$ cat src/rtl/pipe_stall_ctrl_pkg.sv
// Shared constants and types for the pipeline stall/flush controller:
// hazard codes, controller FSM states and the scoreboard slot layout.
package pipe_stall_ctrl_pkg;

  localparam logic [1:0] PAUSE_NO = 2'b00;
  localparam logic [1:0] PAUSE_RS = 2'b01;
  localparam logic [1:0] PAUSE_RT = 2'b10;

  typedef enum logic {
    STALL_RUN      = 1'b0,
    STALL_MEM_WAIT = 1'b1
  } stall_state_t;

  // How the scoreboard moves this cycle.
  typedef enum logic [1:0] {
    SB_HOLD    = 2'd0,
    SB_BUBBLE  = 2'd1,
    SB_ADVANCE = 2'd2
  } sb_op_t;

  typedef struct packed {
    logic       valid;
    logic [4:0] wreg;
  } sb_slot_t;

  function automatic logic slot_hit(input sb_slot_t s, input logic [4:0] r);
    return s.valid && (s.wreg == r);
  endfunction

endpackage

$ cat src/rtl/pipe_stall_ctrl_hazard_scoreboard.sv
// Two-slot write scoreboard (EX, MEM) with source-register hit detection
// and generation of the hazard code seen by the ID stage.
module hazard_scoreboard
  import pipe_stall_ctrl_pkg::*;
(
  input  logic       clk,
  input  logic       rst,
  input  sb_op_t     sb_op,
  input  logic       id_valid,
  input  logic [4:0] id_rs,
  input  logic [4:0] id_rt,
  input  logic       id_rs_used,
  input  logic       id_rt_used,
  input  logic       id_reg_we,
  input  logic [4:0] id_wreg,
  output logic [1:0] pause_code
);

  // slots[0] = EX, slots[1] = MEM
  sb_slot_t [1:0] slots;
  sb_slot_t       incoming;
  logic     [1:0] rs_match;
  logic     [1:0] rt_match;
  logic           rs_hit;
  logic           rt_hit;

  assign incoming.valid = id_valid && id_reg_we && (id_wreg != 5'd0);
  assign incoming.wreg  = id_wreg;

  for (genvar gi = 0; gi < 2; gi++) begin : g_match
    assign rs_match[gi] = slot_hit(slots[gi], id_rs);
    assign rt_match[gi] = slot_hit(slots[gi], id_rt);
  end

  assign rs_hit = id_valid && id_rs_used && (id_rs != 5'd0) && (|rs_match);
  assign rt_hit = id_valid && id_rt_used && (id_rt != 5'd0) && (|rt_match);

  // rs has priority when both operands collide.
  assign pause_code = rs_hit ? PAUSE_RS : (rt_hit ? PAUSE_RT : PAUSE_NO);

  always_ff @(posedge clk or posedge rst) begin
    if (rst) begin
      slots <= '0;
    end else begin
      case (sb_op)
        SB_BUBBLE: begin
          slots[1] <= slots[0];
          slots[0] <= '0;
        end
        SB_ADVANCE: begin
          slots[1] <= slots[0];
          slots[0] <= incoming;
        end
        default: ;
      endcase
    end
  end

endmodule

$ cat src/rtl/pipe_stall_ctrl.sv
// Central stall/flush controller: data-hazard stalls, data-memory freeze,
// stall counting and memory timeout. Optional PIPE_DELAY_SLOT_EN disables redirect flush.
module pipe_stall_ctrl
  import pipe_stall_ctrl_pkg::*;
#(
  parameter int CNT_W       = 32,
  parameter int MEM_TIMEOUT = 255
) (
  input  logic             clk,
  input  logic             rst,
  input  logic             id_valid,
  input  logic [4:0]       id_rs,
  input  logic [4:0]       id_rt,
  input  logic             id_rs_used,
  input  logic             id_rt_used,
  input  logic             id_reg_we,
  input  logic [4:0]       id_wreg,
  input  logic             id_redirect,
  input  logic             mem_access,
  input  logic             dmem_ready,
  output logic [1:0]       pause_code,
  output logic             pc_en,
  output logic             ifid_en,
  output logic             idex_en,
  output logic             exmem_en,
  output logic             ifid_flush,
  output logic             idex_flush,
  output logic             memwb_flush,
  output logic [CNT_W-1:0] stall_cnt,
  output logic             mem_err
);

  localparam int WCNT_W = (MEM_TIMEOUT < 2) ? 1 : $clog2(MEM_TIMEOUT + 1);
  localparam logic [WCNT_W-1:0] WCNT_MAX = WCNT_W'(MEM_TIMEOUT);

  stall_state_t      state_reg, state_next;
  logic [WCNT_W-1:0] wcnt_reg, wcnt_next;
  logic              mem_err_reg, mem_err_next;
  logic [CNT_W-1:0]  stall_cnt_reg;
  sb_op_t            sb_op;
  logic              freeze;
  logic              haz;
  logic              redirect_flush;

  hazard_scoreboard u_scoreboard (
    .clk        (clk),
    .rst        (rst),
    .sb_op      (sb_op),
    .id_valid   (id_valid),
    .id_rs      (id_rs),
    .id_rt      (id_rt),
    .id_rs_used (id_rs_used),
    .id_rt_used (id_rt_used),
    .id_reg_we  (id_reg_we),
    .id_wreg    (id_wreg),
    .pause_code (pause_code)
  );

  assign freeze = mem_access && !dmem_ready;
  assign haz    = (pause_code != PAUSE_NO);

`ifdef PIPE_DELAY_SLOT_EN
  assign redirect_flush = 1'b0;
`else
  assign redirect_flush = id_redirect;
`endif

  always_ff @(posedge clk or posedge rst) begin
    if (rst) begin
      state_reg     <= STALL_RUN;
      wcnt_reg      <= '0;
      mem_err_reg   <= 1'b0;
      stall_cnt_reg <= '0;
    end else begin
      state_reg   <= state_next;
      wcnt_reg    <= wcnt_next;
      mem_err_reg <= mem_err_next;
      if (!pc_en && (stall_cnt_reg != {CNT_W{1'b1}}))
        stall_cnt_reg <= stall_cnt_reg + CNT_W'(1);
    end
  end

  always_comb begin
    state_next   = state_reg;
    wcnt_next    = wcnt_reg;
    mem_err_next = mem_err_reg;
    pc_en        = 1'b1;
    ifid_en      = 1'b1;
    idex_en      = 1'b1;
    exmem_en     = 1'b1;
    ifid_flush   = 1'b0;
    idex_flush   = 1'b0;
    memwb_flush  = 1'b0;
    sb_op        = SB_ADVANCE;

    case (state_reg)
      STALL_RUN: begin
        if (freeze) begin
          state_next = STALL_MEM_WAIT;
          wcnt_next  = '0;
        end
      end
      STALL_MEM_WAIT: begin
        if (dmem_ready) begin
          state_next = STALL_RUN;
        end else begin
          // Counter parks at the limit; the error flag is sticky until reset.
          if (wcnt_reg != WCNT_MAX)
            wcnt_next = wcnt_reg + WCNT_W'(1);
          if (wcnt_next == WCNT_MAX)
            mem_err_next = 1'b1;
        end
      end
      default: state_next = STALL_RUN;
    endcase

    if (freeze) begin
      pc_en       = 1'b0;
      ifid_en     = 1'b0;
      idex_en     = 1'b0;
      exmem_en    = 1'b0;
      memwb_flush = 1'b1;
      sb_op       = SB_HOLD;
    end else if (haz) begin
      // Redirect is deferred until the dependent instruction leaves ID.
      pc_en      = 1'b0;
      ifid_en    = 1'b0;
      idex_flush = 1'b1;
      sb_op      = SB_BUBBLE;
    end else begin
      ifid_flush = redirect_flush;
    end
  end

  assign stall_cnt = stall_cnt_reg;
  assign mem_err   = mem_err_reg;

endmodule

$ cat config.mk
export PLATFORM = sky130hd
export DESIGN_NAME = pipe_stall_ctrl
export DESIGN_NICKNAME = d
export VERILOG_FILES = /design/src/rtl/pipe_stall_ctrl_pkg.sv /design/src/rtl/pipe_stall_ctrl_hazard_scoreboard.sv /design/src/rtl/pipe_stall_ctrl.sv
export SDC_FILE = /design/constraint.sdc
export NUM_CORES = 1
export LEC_CHECK = 0
export ABC_CLOCK_PERIOD_IN_PS = 3300
export CELL_PAD_IN_SITES_DETAIL_PLACEMENT = 0
export CELL_PAD_IN_SITES_GLOBAL_PLACEMENT = 2
export CORE_ASPECT_RATIO = 0.8
export CORE_UTILIZATION = 33
export CTS_BUF_LIST = sky130_fd_sc_hd__clkbuf_8
export DETAILED_ROUTE_END_ITERATION = 10
export PLACE_DENSITY_LB_ADDON = 0.1
export SKIP_CTS_REPAIR_TIMING = 1
export SLEW_MARGIN = 20
export SYNTH_ARGS = -nofsm -noshare
export SYNTH_HDL_FRONTEND = slang
export SYNTH_HIERARCHICAL = 1
export SYNTH_SLANG_ARGS = --single-unit
$ cat constraint.sdc
create_clock -name clk -period 3.3 [get_ports clk]
set_input_delay 0.66 -clock clk [delete_from_list [all_inputs] [get_ports clk]]
set_output_delay 0.66 -clock clk [all_outputs]
set_load 0.005 [all_outputs]
==> out/summary.md <==
Power spread over the standard cell area amounts to 379.6 nW/um^2. Overall global routing resource usage: 0.1640. The critical path goes through dlymetal6s2s_1 > or3_1 > o311a_1 > a221oi_4 > nor3_4 > buf_4 > buf_4 > buf_4 > buf_4 > and4bb_4 > nand4_2 > mux2_4. Clock skew on the completed layout was measured at 8.377 ps. At the pin with the least slew margin, the transition time is 562.7 ps. The total of buffers placed on input and output ports came out at 65.

The die is 85.93 um tall. Broken down by cell family, the worst path's largest delay share belongs to simple AND/OR/NAND/NOR gates. The routed design has 7217 um of wire. The logs give 0 for the max-slew violation count and 66 for the I/O pin count. The detail-routed net length per standard cell was 15.32 um; the sequential element share of the synthesized area was 0.4651. The post-synthesis average cell area is 10.68 um^2. The mux contribution to synthesized area is 0.03230.

The logs give 317.1 MHz for the highest attainable clock frequency and 272 for the number of instances in the synthesized netlist. The kind of end point of the critical path was a flip-flop. Final critical path time including I/O delays and setup: 3154 ps. Worst max-slew margin expressed relative to the limit: 0.6249. Setup repair after global routing left no endpoint under its margin. The cell with the largest stage delay on the worst path was sky130_fd_sc_hd__a221oi_4.

The flip-flop count of the largest register, all copies and words added was 32. After synthesis the netlist holds a flip-flop and latch count of 54. The die covers 9186 um^2. The post-route core utilization was 0.4708.

The run gives 458 as the cell count after placement. For this design the static power due to leakage is 0.001802 uW. In the routed design, unresolved DRC markers number 0.

The worst hold path begins at mem_err. The instance count along the most critical hold path is 1, and the number of buffers created by CTS is 5. Among all cell types in the netlist, the one instantiated most often is sky130_fd_sc_hd__dfrtp_1. The simple-gate share of the synthesized area is 0.2222, and the clock insertion delay at the later pin of the skew report is 310 ps. The pre-antenna-repair detailed-routing pass consisted of 4 iterations. The worst setup path is of the in2reg kind. The min-delay analysis places its worst path in the category reg2reg. The largest family of logic cells by synthesized area is simple AND/OR/NAND/NOR gates. The path with the worst hold slack has its endpoint at mem_err. The tools report the first-pass GRT wire length as 11760 um. The number of buffer and inverter instances along the worst setup path was 5; the number of cell rows was 30. The worst register-to-register path ends at stall_cnt[31]. The fraction of layout instances using a drive strength above 1 was 0.1727; the initial cell density of the core was 0.3410. The share of the clock period used by the worst path after layout is 0.9558. STA puts the critical path data required time at 3500 ps. For the post-synthesis instance area, the log shows 2905 um^2. The total overflow reported by the global router came out at 0. By area the synthesized netlist is led by sky130_fd_sc_hd__dfrtp_1, sky130_fd_sc_hd__xnor2_1, sky130_fd_sc_hd__xor2_1, sky130_fd_sc_hd__nand4_1, sky130_fd_sc_hd__nand3_1.

For this run, the number of Yosys warnings is 6. VDD sags by at most 0.2548 mV. The area share of the largest cell type after synthesis is 0.4651.

The standard cell core area is 8521 um^2, and the net count of the mapped netlist is 299. Measured in cells, the most critical reg-to-reg path has a length of 12. The pin count of the biggest net entering global routing was 43. CTS built an H-tree with a depth of 2.

In this run the remaining antenna-violating nets after routing total 0. The synthesized-area fraction occupied by xor and xnor cells works out to 0.1537. The layout overhead on the synthesized area was 38.07%. Across all layers, the routed design uses 2374 vias.

Clock-pin slew was measured on the worst setup and hold paths at 100 ps. Count of distinct cell types in the synthesized netlist: 51. The total count of hold-check failures in the final report came out at 0. The wire-length estimate of the detail-placed layout is 5212 um. The average vias per placed instance is 5.040, and the via count of the first global-routing pass is 2286.

The cell taking the most area after synthesis is sky130_fd_sc_hd__dfrtp_1. Setup violations remaining at the end of the flow were counted as 0. The die is 106.9 um wide. The share of async-settable or async-resettable flops after synthesis is 1.000. The tools report the initial antenna violation count as 0.

The finished layout holds 471 standard cells, fillers aside. TritonCTS built the clock tree. The final-layout fill cell count is 831. The flip-flop cell with the highest count after synthesis is sky130_fd_sc_hd__dfrtp_1. The element type at the critical path start was an input port.

The tools report the count of inserted antenna diode cells as 0. The root buffer selected by CTS was sky130_fd_sc_hd__clkbuf_8. The area fraction in compound gates after synthesis was 0.08484; the buffer depth of the longest clock path was 2. The peak fanout along the critical path works out to 3.

In this run, synthesis inferred 0 flip-flops with an integrated enable. The logs give 385 for the count of nets after finishing and 300 ps for the worst setup slack for register-to-register paths. For this block, the initial DRC count from the detailed router was 98.

For the arrival time of data at the critical path endpoint, the log shows 3350 ps. Delay of the slowest cell on the worst path: 420 ps. The worst register-to-register path begins at u_scoreboard/slots[6]. Clock tree synthesis found a total of 54 sinks. The adder-cell share of the synthesized area is 0.01292, and the routability-driven placement congestion ratio is 0.7869.

The most prevalent standard cell on the critical path was sky130_fd_sc_hd__buf_4. The run finished with clean final reports. The run gives 0 as the max-cap check violation count. By count the netlist is led by sky130_fd_sc_hd__dfrtp_1, sky130_fd_sc_hd__xnor2_1, sky130_fd_sc_hd__nand3_1.
==> cell usage in the layout (no fill, tap or decap), types with 2 or more instances in the layout <==
| master | instances |
|---|---|
| sky130_fd_sc_hd__and4_4 | 4 |
| sky130_fd_sc_hd__nor4_2 | 2 |
| sky130_fd_sc_hd__a21oi_1 | 5 |
| sky130_fd_sc_hd__xnor2_1 | 40 |
| sky130_fd_sc_hd__nor2b_1 | 3 |
| sky130_fd_sc_hd__inv_1 | 9 |
| sky130_fd_sc_hd__and3_2 | 4 |
| sky130_fd_sc_hd__o21ai_0 | 4 |
| sky130_fd_sc_hd__nand2b_1 | 2 |
| sky130_fd_sc_hd__xor2_1 | 11 |
| sky130_fd_sc_hd__mux2_2 | 7 |
| sky130_fd_sc_hd__and3_1 | 7 |
| sky130_fd_sc_hd__nor3_1 | 2 |
| sky130_fd_sc_hd__buf_4 | 23 |
| sky130_fd_sc_hd__clkbuf_8 | 6 |
| sky130_fd_sc_hd__nand4_1 | 15 |
| sky130_fd_sc_hd__ha_1 | 3 |
| sky130_fd_sc_hd__clkdlybuf4s50_1 | 50 |
| sky130_fd_sc_hd__dfrtp_1 | 54 |
| sky130_fd_sc_hd__a22o_1 | 6 |
| sky130_fd_sc_hd__a31oi_1 | 3 |
| sky130_fd_sc_hd__and4_1 | 6 |
| sky130_fd_sc_hd__o22ai_1 | 2 |
| sky130_fd_sc_hd__or4_1 | 2 |
| sky130_fd_sc_hd__nand2_1 | 16 |
| sky130_fd_sc_hd__nor2_1 | 8 |
| sky130_fd_sc_hd__nand3b_1 | 2 |
| sky130_fd_sc_hd__and4_2 | 2 |
| sky130_fd_sc_hd__and2_1 | 2 |
| sky130_fd_sc_hd__dlymetal6s2s_1 | 15 |
| sky130_fd_sc_hd__nand3_1 | 18 |
==> worst max path at each step <==
stage                                  end  slack (ps)      from  depth (start not counted)
global route                 stall_cnt[31]          60  id_rt[0]                         14
CTS                                  pc_en        -410  id_rt[3]                          6
finish                       stall_cnt[31]         150  id_rs[0]                         12
detailed placement              idex_flush        -390  id_rt[2]                          8
floorplan           u_scoreboard/slots[11]         200  id_rs[0]                          9
global placement                     pc_en        -390  id_rt[0]                          6
==> stage by stage <==
| stage | TNS (ps) | setup slack [ps] | instance area (um^2) | power [uW] | hold WS, ps |
|---|---|---|---|---|---|
| after floorplan | 0 | 200.5 | 2905 | 966.9 | 460.2 |
| after global placement | -3508 | -389.0 | 3797 | 1144 | 474.3 |
| after detailed placement | -4094 | -390.3 | 3797 | 1148 | 475.9 |
| after CTS | -1635 | -407.7 | 3889 | 1534 | 497.6 |
| after global routing | 0 | 55.04 | 4011 | 1621 | 511.7 |
| final | 0 | 146.0 | 4011 | 1523 | 487.5 |
==> final cells by class <==
class                   instances  area, um^2  share of cell area
clock buffers                   6       82.58             0.02059
flip-flops and latches         54        1351              0.3369
repair buffers                 89       880.8              0.2196
multi-input cells             200        1518              0.3784
inverters                       8       30.03            0.007486
clock inverters                 2       8.758            0.002183
well taps                     112       140.1             0.03493
==> report_power, final <==
part,internal [uW],switching (uW)
combinational,201,136
sequential,722,79.8
clock,167,217
==> cells by family after synthesis <==
family	Yosys count
simple gates	105
flops	54
xor+xnor	51
compound gates	33
buf+inv	18
mux	8
fa+ha+maj	3
==> layer usage <==
metal  up-vias  wire [um]  share of wire  global-route usage
met5         -          0              0                   0
met4         0         54         0.0075             0.03736
met3         5        266          0.037             0.02812
met2        49       3246           0.45              0.2534
met1      1156       3649           0.51              0.2390
li1       1164          -              -                   -
Note: power is estimated with default switching activity, not from simulation.
